File: src/rtl/ram_access_ctrl.sv
// Bus initiator for the negedge single-port RAM: turns single or burst
// read/write requests into chip-select-gated RAM cycles with read backpressure.
module ram_access_ctrl #(
    parameter int DATA_W = 32,
    parameter int ADDR_W = 11,
    parameter int LEN_W  = 4
) (
    input  logic              clock,
    input  logic              reset,
    input  logic              req_valid,
    output logic              req_ready,
    input  logic              req_write,
    input  logic [ADDR_W-1:0] req_addr,
    input  logic [LEN_W-1:0]  req_len,
    input  logic              wdata_valid,
    output logic              wdata_ready,
    input  logic [DATA_W-1:0] wdata,
    output logic              resp_valid,
    input  logic              resp_ready,
    output logic [DATA_W-1:0] resp_data,
    output logic              resp_last,
    output logic              done,
    output logic              busy,
    output logic              ram_cs,
    output logic              ram_we,
    output logic [ADDR_W-1:0] ram_address,
    output logic [DATA_W-1:0] ram_data_in,
    input  logic [DATA_W-1:0] ram_data_out
);

    typedef enum logic [2:0] {
        IDLE,
        WWAIT,
        WRITE,
        READ,
        RESP
    } state_t;

    state_t            state_q, state_d;
    logic [ADDR_W-1:0] cur_addr_q, cur_addr_d, next_addr;
    logic [LEN_W-1:0]  beats_q, beats_d;
    logic              cs_d, we_d, rvalid_d, rlast_d, done_d;
    logic [ADDR_W-1:0] addr_d;
    logic [DATA_W-1:0] din_d, rdata_d;

    assign req_ready   = (state_q == IDLE);
    assign wdata_ready = (state_q == WWAIT);
    assign next_addr   = cur_addr_q + ADDR_W'(1);

    always_comb begin
        state_d    = state_q;
        cur_addr_d = cur_addr_q;
        beats_d    = beats_q;
        cs_d       = ram_cs;
        we_d       = ram_we;
        addr_d     = ram_address;
        din_d      = ram_data_in;
        rvalid_d   = resp_valid;
        rlast_d    = resp_last;
        rdata_d    = resp_data;
        done_d     = 1'b0;
        unique case (state_q)
            IDLE: begin
                if (req_valid) begin
                    cur_addr_d = req_addr;
                    beats_d    = req_len;
                    if (req_write) begin
                        state_d = WWAIT;
                    end else begin
                        state_d = READ;
                        cs_d    = 1'b1;
                        we_d    = 1'b0;
                        addr_d  = req_addr;
                    end
                end
            end
            WWAIT: begin
                if (wdata_valid) begin
                    state_d = WRITE;
                    cs_d    = 1'b1;
                    we_d    = 1'b1;
                    addr_d  = cur_addr_q;
                    din_d   = wdata;
                end
            end
            WRITE: begin
                cs_d       = 1'b0;
                we_d       = 1'b0;
                cur_addr_d = next_addr;
                if (beats_q == '0) begin
                    state_d = IDLE;
                    done_d  = 1'b1;
                end else begin
                    beats_d = beats_q - LEN_W'(1);
                    state_d = WWAIT;
                end
            end
            READ: begin
                cs_d     = 1'b0;
                rdata_d  = ram_data_out;
                rvalid_d = 1'b1;
                rlast_d  = (beats_q == '0);
                state_d  = RESP;
            end
            RESP: begin
                // Response registers hold until the consumer takes the beat.
                if (resp_ready) begin
                    rvalid_d   = 1'b0;
                    rlast_d    = 1'b0;
                    cur_addr_d = next_addr;
                    if (beats_q != '0) begin
                        beats_d = beats_q - LEN_W'(1);
                        state_d = READ;
                        cs_d    = 1'b1;
                        we_d    = 1'b0;
                        addr_d  = next_addr;
                    end else begin
                        state_d = IDLE;
                        done_d  = 1'b1;
                    end
                end
            end
            default: state_d = IDLE;
        endcase
    end

    always_ff @(posedge clock or posedge reset) begin
        if (reset) begin
            state_q     <= IDLE;
            cur_addr_q  <= '0;
            beats_q     <= '0;
            ram_cs      <= 1'b0;
            ram_we      <= 1'b0;
            ram_address <= '0;
            ram_data_in <= '0;
            resp_valid  <= 1'b0;
            resp_last   <= 1'b0;
            resp_data   <= '0;
            done        <= 1'b0;
            busy        <= 1'b0;
        end else begin
            state_q     <= state_d;
            cur_addr_q  <= cur_addr_d;
            beats_q     <= beats_d;
            ram_cs      <= cs_d;
            ram_we      <= we_d;
            ram_address <= addr_d;
            ram_data_in <= din_d;
            resp_valid  <= rvalid_d;
            resp_last   <= rlast_d;
            resp_data   <= rdata_d;
            done        <= done_d;
            busy        <= (state_d != IDLE);
        end
    end

endmodule

File: config.mk
export PLATFORM = sky130hd
export DESIGN_NAME = ram_access_ctrl
export DESIGN_NICKNAME = d
export VERILOG_FILES = /design/src/rtl/ram_access_ctrl.sv
export SDC_FILE = /design/constraint.sdc
export NUM_CORES = 1
export LEC_CHECK = 0
export BUFFER_PORTS_ARGS = -buffer_cell sky130_fd_sc_hd__buf_2
export CORE_MARGIN = 10
export CORE_UTILIZATION = 49
export DETAILED_ROUTE_END_ITERATION = 8
export GPL_ROUTABILITY_DRIVEN = 0
export PLACE_DENSITY_LB_ADDON = 0.2
export SETUP_SLACK_MARGIN = 0.02
export SYNTH_ARGS = -nofsm -noshare
export SYNTH_HDL_FRONTEND = slang
export SYNTH_SLANG_ARGS = --single-unit
File: constraint.sdc
create_clock -name clock -period 3.57 [get_ports clock]
set_input_delay 0.1785 -clock clock [delete_from_list [all_inputs] [get_ports clock]]
set_output_delay 0.1785 -clock clock [all_outputs]
set_load 0.005 [all_outputs]
Word level (Yosys, flattened, before mapping)
Cells that the tools add are included.
Operators by class
  $add $sub $neg: 2
  muxes and demuxes: 39
  reduce and logical (&&, ||, !) cells: 17
  equality and inequality tests: 10
Operator list (number)
  $mux W11: 7
  $pmux W11 S3: 2
  $reduce_and A6 Y1: 3
  $mux W4: 4
  $pmux W3 S5: 1
  $mux W1: 14
  $ne A2 B2 Y1 const B: 6
  $pmux W4 S3: 1
  $reduce_bool A4 Y1: 3
  $add A11 B1 Y11 const B: 1
  $mux W3: 3
  $reduce_bool A3 Y1: 3
  $pmux W1 S4: 2
  $eq A3 B2 Y1 const B: 2
  $pmux W1 S2: 3
  $reduce_and A5 Y1: 1
  $logic_not A4 Y1: 1
  $mux W2: 2
  $reduce_and A2 Y1: 2
  $sub A4 B1 Y4 const B: 1
  $eq A3 B1 Y1 const B: 1
  $eq A3 B3 Y1 const B: 1
  $logic_not A3 Y1: 1
  $reduce_and A3 Y1: 1
  2 further kinds: 2
Word-level totals
  input bits: 85
  logic and storage cells: 80
  bits in registers: 99

Logic depth before layout (Yosys ltp)
Gate-level depths: netlist of run 1.
  depth after elaboration: 5
  depth in mapped cells: 10

Least setup slack after synthesis of run 1
No wires, ideal clock.
  path kind: register -> register
  start point: register beats_q[0]
  end point: register busy
  data arrival time: 1.787 ns
  required time: 3.439 ns
  clock period less this slack: 1.918 ns
  path slack: 1.652 ns
  library setup time: 0.131 ns
  path buffers: 2
  cell stages (with the launch flop): 10
  cells stage by stage: dfrtp_1 inv_1 ha_1 or3b_1 buf_6 nand3_2 a21o_1 buf_6 inv_4 or3_1
Between the ends
  longest elaborated chain between the ends: 5
RTL lines
  from (decl): RTL line 41  | logic [LEN_W-1:0] beats_q, beats_d;
  from (signal assigned): RTL line 144  | beats_q <= beats_d;
  $reduce_bool A4 Y1: RTL line 111  | if (beats_q != '0) begin
  $mux W2: RTL line 111
  $mux W3: RTL line 107  | if (resp_ready) begin
  $pmux W3 S5: RTL line 62  | unique case (state_q)
  via state_d[1]: RTL line 39  | state_t state_q, state_d;
  $reduce_bool A3 Y1: RTL line 153  | busy <= (state_d != IDLE);
  to (signal assigned): RTL line 153
  to (decl): RTL line 23  | output logic busy,
The timed path passes the listed nets, and every way through them passes these cells.
A chain may end at the register's enable or synchronous reset.

Final worst setup path of run 1
Same ends and word-level chain as after synthesis.

==> results.py, run 1 <==
metrics = {
    "outcome": {
        "outcome": "complete, no violations",
    },
    "cells_and_area": {
        "most-common-layout-cells": "buf_2, dfrtp_1, mux2_2, nand2_1, a21oi_1",
        "fin_cells": 667,
        "nNetsFinal": 640,
        "area_growth_pct": 23.6,
        "utilization": 0.630,
        "drive_gt1_frac": 0.461,
        "layout_commonest_cell": "buf_2",
        "fill_cells": 765,
    },
    "placed_design": {
        "pre_cts_slack_ns": 1.16,
        "dpl.hpwl_mm": 9.48,
        "dpl.cell_count": 650,
        "port_buffers": 167,
    },
    "floorplan": {
        "num_io_pins": 168,
        "start_util": 0.510,
        "core-area_mm2": 0.00885,
        "die_w_um": 116,
        "die_area_mm2": 0.0134,
        "die_h_um": 116,
        "row_count": 34,
    },
    "setup_path": {
        "cp-endpoint": "busy$_DFF_PP0_",
        "cpPeakStageDelay_ns": 0.51,
        "reg2regPathDepth": 7,
        "worstReg2RegStart": "beats_q[0]$_DFFE_PP0P_",
        "critPathKind": "register to register",
        "crit_path_max_fanout": 18,
        "critPathSlowestCell": "a21o_1",
        "reg2reg_slack_ns": 1.15,
        "cp-start-kind": "register",
        "path_cells": "inv_1 -> ha_1 -> or3b_1 -> nand3_2 -> a21o_1 -> inv_4 -> or3_1",
        "r2r-end": "busy$_DFF_PP0_",
        "required_ns": 3.81,
        "cp-startpoint": "beats_q[0]$_DFFE_PP0P_",
        "cp.arrival_ns": 2.66,
        "critPathCaptureType": "register",
    },
    "timing": {
        "rsz0062_at_grt": "no",
        "slew_viol_final": 0,
        "tightest_slew_ns": 1.00,
        "finalClockSkew_ns": 0.0157,
        "timing.hold.ws_ns": 0.0330,
        "setup_slack_ns": 1.15,
        "fin_crit_sh": 0.678,
        "finalCriticalPeriod_ns": 2.42,
        "slew_headroom": 0.333,
        "fmax_mhz": 413,
        "timing.setup.tns_ns": 0,
        "setup_viol": 0,
        "finalHoldViolCount": 0,
    },
    "yosys": {
        "netlist_area_mm2": 0.00451,
        "ys_types": 50,
        "async_flop_share": 1.00,
        "syn_nets": 483,
        "syn_inst": 396,
        "ys_warn_count": 0,
        "syn_area_per_cell_um2": 11.4,
        "synth_seq_cells": 99,
        "synth_edf_count": 0,
        "synthFlopType": "dfrtp_1",
        "ys_seq_area_frac": 0.549,
    },
    "hold_path": {
        "min_path_type": "input port to register",
        "hold_depth": 2,
    },
    "cts": {
        "clk_pin_slew_ns": 0.11,
        "clockRootBuffer": "clkbuf_8",
        "clock-sinks": 99,
        "htree_levels": 3,
        "cts_made_buffers": 9,
        "post_cts_buffers": 0,
        "ctsLongestPathBuffers": 2,
        "cts_tree": "yes",
        "post_cts_resize_count": 0,
        "insertion_delay_ns": 0.36,
        "ctsHoldBuffers": 0,
    },
    "detailed_routing": {
        "drt-initial-drc-count": 238,
        "wire_per_inst_um": 18.6,
        "wl_mm": 12.4,
        "ant_nets": 0,
        "route.detailed.drc": 0,
        "vias": 3642,
        "via_per_inst": 5.46,
        "firstDrtPassIters": 4,
    },
    "global_routing": {
        "grt_pass1_vias": 3763,
        "grt_overflow_total": 0,
        "grt_pass1_wl_mm": 19.3,
        "track_usage": 0.179,
        "antenna_found_initial": 1,
        "grt_max_degree": 84,
    },
    "pwr": {
        "leakagePower_nw": 2.65,
        "max-vdd-ir-drop_uv": 412,
        "power-per-cell-area_mw_per_mm2": 933,
    },
    "flow_run": {
        "drv_cap": 0,
    },
}
[final cells by class]
type	count	area, um2	share of cell area
Tap cell	108	135	0.0242
Timing Repair Buffer	172	873	0.157
Inverter	11	46.3	0.00830
Clock buffer	10	138	0.0247
Multi-Input combinational cell	260	1850	0.332
Antenna cell	1	2.50	0.000449
Clock inverter	6	53.8	0.00965
Sequential cell	99	2480	0.444
[how the worst min path moves through the flow]
stage | startpoint | endpoint
3_3_place_gp | ram_data_out[5] | resp_data[5]$_DFFE_PP0N_
6_report | wdata[4] | ram_data_in[4]$_DFFE_PP0P_
2_1_floorplan | resp_ready | state_q[2]$_DFF_PP0_
3_5_place_dp | wdata[4] | ram_data_in[4]$_DFFE_PP0P_
4_1_cts | wdata[4] | ram_data_in[4]$_DFFE_PP0P_
5_1_grt | wdata[7] | ram_data_in[7]$_DFFE_PP0P_
[registers in the layout (all words and copies together) (netlist names)]
register	flops
beats_q	4
ram_data_in	32
ram_address	11
done	1
busy	1
state_q	3
resp_last	1
ram_cs	1
cur_addr_q	11
resp_valid	1
resp_data	32
ram_we	1
[power by group]
| part | total, W | switching [W] | internal [W] |
|---|---|---|---|
| Combinational | 0.00238 | 0.00119 | 0.00118 |
| Clock | 0.000706 | 0.000420 | 0.000287 |
| Sequential | 0.00212 | 0.000432 | 0.00169 |
| Total | 0.00520 | 0.00205 | 0.00316 |
[Yosys cell counts (all sizes together), types with 4 or more instances]
cell type / count / area share
nand4: 5 / 0.0069
o22ai: 8 / 0.011
mux2: 64 / 0.16
nand2b: 7 / 0.0097
xnor2: 5 / 0.0097
a31oi: 4 / 0.0055
mux2i: 4 / 0.0089
o21ai: 20 / 0.022
clkbuf: 7 / 0.0058
a211oi: 4 / 0.0067
nor2: 24 / 0.020
a22o: 4 / 0.0078
nand2: 32 / 0.027
inv: 11 / 0.0097
buf: 19 / 0.025
dfrtp: 99 / 0.55
nand3: 7 / 0.0089
a21oi: 29 / 0.032
[critical path, delay by kind of cell (launching register included)]
kind	cells	cell delay, ns
buffers and inverters	2	0.20
AOI/OAI and AO/OA	1	0.51
DFF	1	0.39
and+or+nand+nor	3	1.00
adders and majority gates	1	0.20
[metal layers]
metal / wire length (um) / track usage
met5: 0 / 0
met4: 153 / 0.0475
met3: 1340 / 0.0827
met2: 6040 / 0.289
met1: 4850 / 0.213
[stage by stage]
stage	total power (W)	instance area (um2)
after floorplan	0.00362	4510
after global placement	0.00445	5380
after detailed placement	0.00456	5380
after CTS	0.00526	5570
after global routing	0.00563	5570
final	0.00520	5580
[logic make-up (layout without fill, tap and decap cells)]
kind of cell / Yosys count / count (layout) / share of synthesized area
muxes: 68 / 68 / 0.169
DFF: 99 / 99 / 0.549
buffers and inverters: 37 / 199 / 0.0405
xor gates and xnor gates: 6 / 6 / 0.0117
AOI/OAI and AO/OA: 91 / 91 / 0.126
and+or+nand+nor: 93 / 93 / 0.0982
other: 0 / 1 / 0
adders and majority gates: 2 / 2 / 0.00555
(Power assumes the default switching activity.)
==> run 2: changes to the inputs <==
--- a/config.mk
+++ b/config.mk
@@ -5,9 +5,10 @@
 export SDC_FILE = /design/constraint.sdc
 export NUM_CORES = 1
 export LEC_CHECK = 0
+export ABC_AREA = 1
 export BUFFER_PORTS_ARGS = -buffer_cell sky130_fd_sc_hd__buf_2
 export CORE_MARGIN = 10
-export CORE_UTILIZATION = 49
+export CORE_UTILIZATION = 50
 export DETAILED_ROUTE_END_ITERATION = 8
 export GPL_ROUTABILITY_DRIVEN = 0
 export PLACE_DENSITY_LB_ADDON = 0.2
==> constraint.sdc (replaced) <==
create_clock -name clock -period 2.3 [get_ports clock]
set_input_delay 0.115 -clock clock [delete_from_list [all_inputs] [get_ports clock]]
set_output_delay 0.115 -clock clock [all_outputs]
set_load 0.005 [all_outputs]
==> results.py, run 2 <==
metrics = {
    "outcome": {
        "outcome": "complete, no violations",
    },
    "global_routing": {
        "grt_max_degree": 59,
        "use_met1": 0.229,
        "met2_usage": 0.368,
        "grt_overflow_total": 0,
        "grt_use_met3": 0.0781,
        "grt_pass1_vias": 4863,
        "grt-busiest-layer": "met2",
        "antenna_found_initial": 1,
        "track_usage": 0.212,
        "grt_pass1_wl_mm": 22.9,
    },
    "timing": {
        "fin_crit_sh": 0.767,
        "tightest_slew_ns": 0.565,
        "finalHoldViolCount": 0,
        "slew_viol_final": 0,
        "setup_slack_ns": 0.536,
        "setup_viol": 0,
        "finalCriticalPeriod_ns": 1.76,
        "rsz0062_at_grt": "no",
        "fmax_mhz": 567,
        "finalClockSkew_ns": 0.0126,
        "timing.setup.tns_ns": 0,
        "slew_headroom": 0.623,
    },
    "setup_path": {
        "critPathCaptureType": "register",
        "crit_path_max_fanout": 13,
        "cp-start-kind": "register",
        "cp.arrival_ns": 2.01,
        "required_ns": 2.54,
        "critPathKind": "register to register",
    },
    "yosys": {
        "netlist.top_cell.by_area": "dfrtp_1",
        "synth_top_family_by_area": "simple AND/OR/NAND/NOR gates",
        "async_flop_share": 1.00,
        "ys_warn_count": 0,
        "syn_area_per_cell_um2": 7.68,
        "synthTopCellsByArea": "dfrtp_1, nand2_1, inv_1",
        "ys_types": 30,
        "yosysMostFrequentCell": "nand2_1",
        "yosys.area_share.simple": 0.353,
        "syn_nets": 689,
        "synth_edf_count": 0,
        "synth_seq_cells": 99,
        "syn_inst": 602,
        "ys_seq_area_frac": 0.536,
        "synth_compound_area_frac": 0.0463,
        "synthMuxAreaShare": 0,
        "synthFlopType": "dfrtp_1",
        "netlist_area_mm2": 0.00463,
        "yosys.area.top_type_share": 0.536,
        "netlist_top_cells_count": "nand2_1, dfrtp_1, inv_1",
        "synth-xor-area-share": 0,
        "synthAdderAreaFrac": 0.00541,
    },
    "floorplan": {
        "core-area_mm2": 0.00911,
        "die_w_um": 116,
        "die_h_um": 116,
        "die_area_mm2": 0.0135,
        "start_util": 0.508,
        "num_io_pins": 168,
        "row_count": 35,
    },
    "cts": {
        "clockRootBuffer": "clkbuf_8",
        "cts_tree": "yes",
        "cts_made_buffers": 9,
        "post_cts_resize_count": 0,
        "htree_levels": 3,
        "ctsLongestPathBuffers": 2,
        "insertion_delay_ns": 0.36,
        "clk_pin_slew_ns": 0.10,
        "clock-sinks": 99,
    },
    "placed_design": {
        "dpl.hpwl_mm": 9.87,
        "port_buffers": 167,
        "dpl_cell_area_mm2": 0.00554,
        "pre_cts_slack_ns": 0.573,
    },
    "detailed_routing": {
        "wl_mm": 14.3,
        "firstDrtPassIters": 5,
        "drt-initial-drc-count": 307,
        "ant_nets": 0,
        "route.detailed.drc": 0,
        "wire_per_inst_um": 15.1,
        "via_per_inst": 5.00,
        "vias": 4739,
    },
    "pwr": {
        "clkPwrFrac": 0.133,
        "max-vdd-ir-drop_uv": 605,
        "swShare": 0.440,
        "power_frac_seq": 0.398,
        "p_switching_w": 0.00350,
        "leakagePower_nw": 3.62,
        "p_int_w": 0.00445,
        "p_comb_frac": 0.469,
        "power-per-cell-area_mw_per_mm2": 1250,
    },
    "hold_path": {
        "min_path_type": "input port to register",
    },
    "flow_run": {
        "drv_cap": 0,
    },
    "cells_and_area": {
        "fill_cells": 702,
        "area_growth_pct": 37.9,
        "top_regs": "ram_data_in (32), resp_data (32)",
        "nNetsFinal": 916,
        "most-common-layout-cells": "nand2_1, buf_2, dfrtp_1, dlygate4sd3_1, inv_1",
        "layout_commonest_cell": "nand2_1",
        "design_area_mm2": 0.00638,
        "drive_gt1_frac": 0.253,
    },
}
-- run 2: changes by cell type after synthesis, moves of 6 or more --
cell / before / now
a21oi_1: 29 / 4
inv_1: 10 / 33
inv_2: 0 / 7
mux2_2: 64 / 0
nand2_1: 32 / 325
nand2b_1: 7 / 0
nand3_1: 6 / 23
nor2_2: 0 / 6
o22ai_1: 8 / 0
-- run 2: path summary, 6_finish.rpt --
check | startpoint | to | slack [ns] | depth (start not counted)
hold / removal | req_addr[4] | cur_addr_q[4]$_DFFE_PP0P_ | 0.03 | 3
min in group asynchronous | reset | resp_data[28]$_DFFE_PP0N_ | 0.21 | 3
max in group asynchronous | reset | ram_we$_DFFE_PP0P_ | 1.55 | 4
setup reg to reg | state_q[0]$_DFF_PP0_ | beats_q[2]$_DFFE_PP0P_ | 0.54 | 8
hold reg to reg | resp_data[16]$_DFFE_PP0N_ | resp_data[16]$_DFFE_PP0N_ | 0.48 | 2
setup / recovery | state_q[0]$_DFF_PP0_ | beats_q[2]$_DFFE_PP0P_ | 0.54 | 8
-- run 2: power groups by stage --
stage	Combinational, W	Sequential [W]	Clock (W)
2_1_floorplan	0.00228	0.00316	0
3_3_place_gp	0.00351	0.00313	0
3_5_place_dp	0.00364	0.00317	0
4_1_cts	0.00373	0.00315	0.00110
5_1_grt	0.00427	0.00327	0.00115
6_report	0.00373	0.00317	0.00106
-- run 2: cells by family (layout without fill, tap and decap cells) --
family,Yosys count,count (layout)
DFF,99,99
and+or+nand+nor,401,401
AOI/OAI and AO/OA,39,39
other,0,3
adders and majority gates,2,2
buffers and inverters,61,293
-- run 2: critical path, cell delays in order, from the launching register on --
cell     delay, ns
dfrtp_1       0.45
inv_2         0.15
nand2_2       0.10
nor2_4        0.25
nand2_2       0.14
nand3_2       0.26
nor2_2        0.12
nand2_1       0.09
o21ai_0       0.08
-- run 2: layer usage --
| metal | wire [um] | share of wire |
|---|---|---|
| met1 | 5390 | 0.38 |
| met2 | 7270 | 0.51 |
| met3 | 1240 | 0.086 |
| met4 | 448 | 0.031 |
| met5 | 0 | 0 |
-- run 2: layout make-up --
type,instances,area [um2],share of cell area
diodes,3,7.51,0.00118
inverters,40,154,0.0241
well taps,111,139,0.0218
multi-input cells,442,1870,0.294
clock inverters,6,51.3,0.00804
repair buffers,237,1550,0.243
flip-flops and latches,99,2480,0.388
clock buffers,10,128,0.0200
-- run 2: what timing repair did --
item / in CTS / in global routing
hold buffers: 65 / 0
setup buffers: 0 / 0
endpoints found under the hold margin: 163 / 0
-- run 2: through the flow --
| stage | utilization | total power (W) | hold slack, ns | cells |
|---|---|---|---|---|
| 2_1_floorplan | - | 0.00544 | 0.225 | 602 |
| 4_1_cts | 0.699 | 0.00797 | 0.0181 | 945 |
| 3_5_place_dp | 0.608 | 0.00681 | 0.0397 | 864 |
| 6_report | 0.700 | 0.00795 | 0.0341 | 948 |
| 3_3_place_gp | 0.608 | 0.00664 | 0.0398 | 864 |
| 5_1_grt | 0.700 | 0.00869 | 0.0298 | 946 |
==> run 3: changes to the inputs <==
--- a/config.mk
+++ b/config.mk
@@ -8,7 +8,7 @@
 export ABC_AREA = 1
 export BUFFER_PORTS_ARGS = -buffer_cell sky130_fd_sc_hd__buf_2
 export CORE_MARGIN = 10
-export CORE_UTILIZATION = 50
+export CORE_UTILIZATION = 45
 export DETAILED_ROUTE_END_ITERATION = 8
 export GPL_ROUTABILITY_DRIVEN = 0
 export PLACE_DENSITY_LB_ADDON = 0.2
==> constraint.sdc (replaced) <==
create_clock -name clock -period 1.6 [get_ports clock]
set_input_delay 0.08 -clock clock [delete_from_list [all_inputs] [get_ports clock]]
set_output_delay 0.08 -clock clock [all_outputs]
set_load 0.005 [all_outputs]
==> results.py, run 3 (synthesis gave the netlist of run 2 again) <==
metrics = {
    "outcome": {
        "outcome": "complete, no violations",
    },
    "detailed_routing": {
        "ant_nets": 0,
        "route.detailed.drc": 0,
        "vias": 4777,
        "firstDrtPassIters": 4,
        "drt-initial-drc-count": 404,
        "wire_per_inst_um": 15.1,
        "wl_mm": 14.9,
        "via_per_inst": 4.86,
    },
    "cells_and_area": {
        "fill_cells": 820,
        "drive_gt1_frac": 0.276,
        "register_area_mm2": 0.00248,
        "top_regs": "ram_data_in (32), resp_data (32)",
        "multi_input_area_mm2": 0.00192,
        "most-common-layout-cells": "nand2_1, buf_2, dfrtp_1, dlygate4sd3_1, inv_1",
        "layout_commonest_cell": "nand2_1",
        "nNetsFinal": 933,
        "area_growth_pct": 44.0,
        "fin_cells": 983,
        "num_antenna_cells": 0,
    },
    "pwr": {
        "p_int_w": 0.00715,
        "clkPwrFrac": 0.146,
        "swShare": 0.419,
        "power_frac_seq": 0.367,
        "report.power.total_w": 0.0123,
        "max-vdd-ir-drop_uv": 1030,
        "p_comb_frac": 0.487,
        "leakagePower_nw": 3.72,
        "power-per-cell-area_mw_per_mm2": 1850,
        "p_switching_w": 0.00515,
    },
    "timing": {
        "slew_headroom": 0.665,
        "fmax_mhz": 644,
        "timing.setup.tns_ns": 0,
        "finalClockSkew_ns": 0.0109,
        "finalHoldViolCount": 0,
        "slew_viol_final": 0,
        "setup_slack_ns": 0.0464,
        "tightest_slew_ns": 0.502,
        "rsz0062_at_grt": "yes",
        "timing.hold.ws_ns": 0.0284,
        "setup_viol": 0,
        "finalCriticalPeriod_ns": 1.55,
        "fin_crit_sh": 0.971,
    },
    "setup_path": {
        "required_ns": 1.52,
        "critPathKind": "register to output port",
        "critPathCaptureType": "output port",
        "crit_path_max_fanout": 4,
        "cp-start-kind": "register",
        "cp.arrival_ns": 1.47,
        "reg2reg_slack_ns": 0.11,
    },
    "global_routing": {
        "grt_pass1_wl_mm": 24.5,
        "track_usage": 0.204,
        "grt_pass1_vias": 5017,
        "grt_max_degree": 95,
        "antenna_found_initial": 1,
        "grt_overflow_total": 0,
    },
    "cts": {
        "cts_made_buffers": 9,
        "clock-sinks": 99,
        "clockRootBuffer": "clkbuf_8",
        "ctsLongestPathBuffers": 2,
        "htree_levels": 3,
        "cts_tree": "yes",
        "clk_pin_slew_ns": 0.09,
        "insertion_delay_ns": 0.37,
    },
    "floorplan": {
        "die_w_um": 121,
        "start_util": 0.467,
        "die_area_mm2": 0.0147,
        "num_io_pins": 168,
        "core-area_mm2": 0.00991,
        "die_h_um": 121,
        "row_count": 36,
    },
    "flow_run": {
        "drv_cap": 0,
    },
    "placed_design": {
        "port_buffers": 167,
        "pre_cts_slack_ns": 0.0681,
        "dpl.hpwl_mm": 10.1,
        "dpl.cell_count": 897,
    },
    "hold_path": {
        "min_path_type": "input port to register",
    },
}
run 3: cell type report:
class                           count  share of cell area
Multi-Input combinational cell    442               0.289
Tap cell                          133              0.0250
Inverter                           40              0.0239
Clock buffer                       11              0.0212
Clock inverter                      4              0.0111
Timing Repair Buffer              254               0.258
Sequential cell                    99               0.373
run 3: critical path: stages, from the launching register on:
cell and delay (ns):
dfrtp_2 0.47, inv_2 0.13, nand2_1 0.11, nor2_4 0.13, buf_4 0.13, buf_2 0.13
run 3: power by group through the flow:
stage | clock network (W) | registers, W | logic, W
floorplan | 0 | 0.00454 | 0.00328
global placement | 0 | 0.00448 | 0.00545
detailed placement | 0 | 0.00451 | 0.00564
CTS | 0.00185 | 0.00449 | 0.00578
global route | 0.00194 | 0.00465 | 0.00684
finish | 0.00180 | 0.00451 | 0.00599
run 3: per-layer routing:
metal  share of wire  track usage
met5               0            0
met2            0.50        0.357
met4           0.027       0.0626
met1            0.38        0.218
met3           0.094       0.0884
run 3: metrics by stage:
step	area [um2]	utilization
global route	6660	0.672
global placement	5680	0.573
floorplan	4630	-
CTS	6580	0.664
finish	6660	0.672
detailed placement	5680	0.573
run 3: final timing paths:
kind                                        startpoint                           to  depth (start not counted)
max                               state_q[2]$_DFF_PP0_                    req_ready                          5
min                                         req_len[2]       beats_q[2]$_DFFE_PP0P_                          5
max reg2reg                       state_q[1]$_DFF_PP0_   ram_address[9]$_DFFE_PP0P_                          8
min reg2reg                ram_data_in[22]$_DFFE_PP0P_  ram_data_in[22]$_DFFE_PP0P_                          2
max in group asynchronous                        reset         state_q[1]$_DFF_PP0_                          4
min in group asynchronous                        reset    resp_data[22]$_DFFE_PP0N_                          3
run 3: repair_timing:
action / in CTS / in global routing
hold buffers: 68 / 0
endpoints found under the hold margin: 166 / 0
setup endpoints to repair: 2 / 27
resized for setup: 2 / 17
setup buffers: 0 / 3
pin swaps: 0 / 5
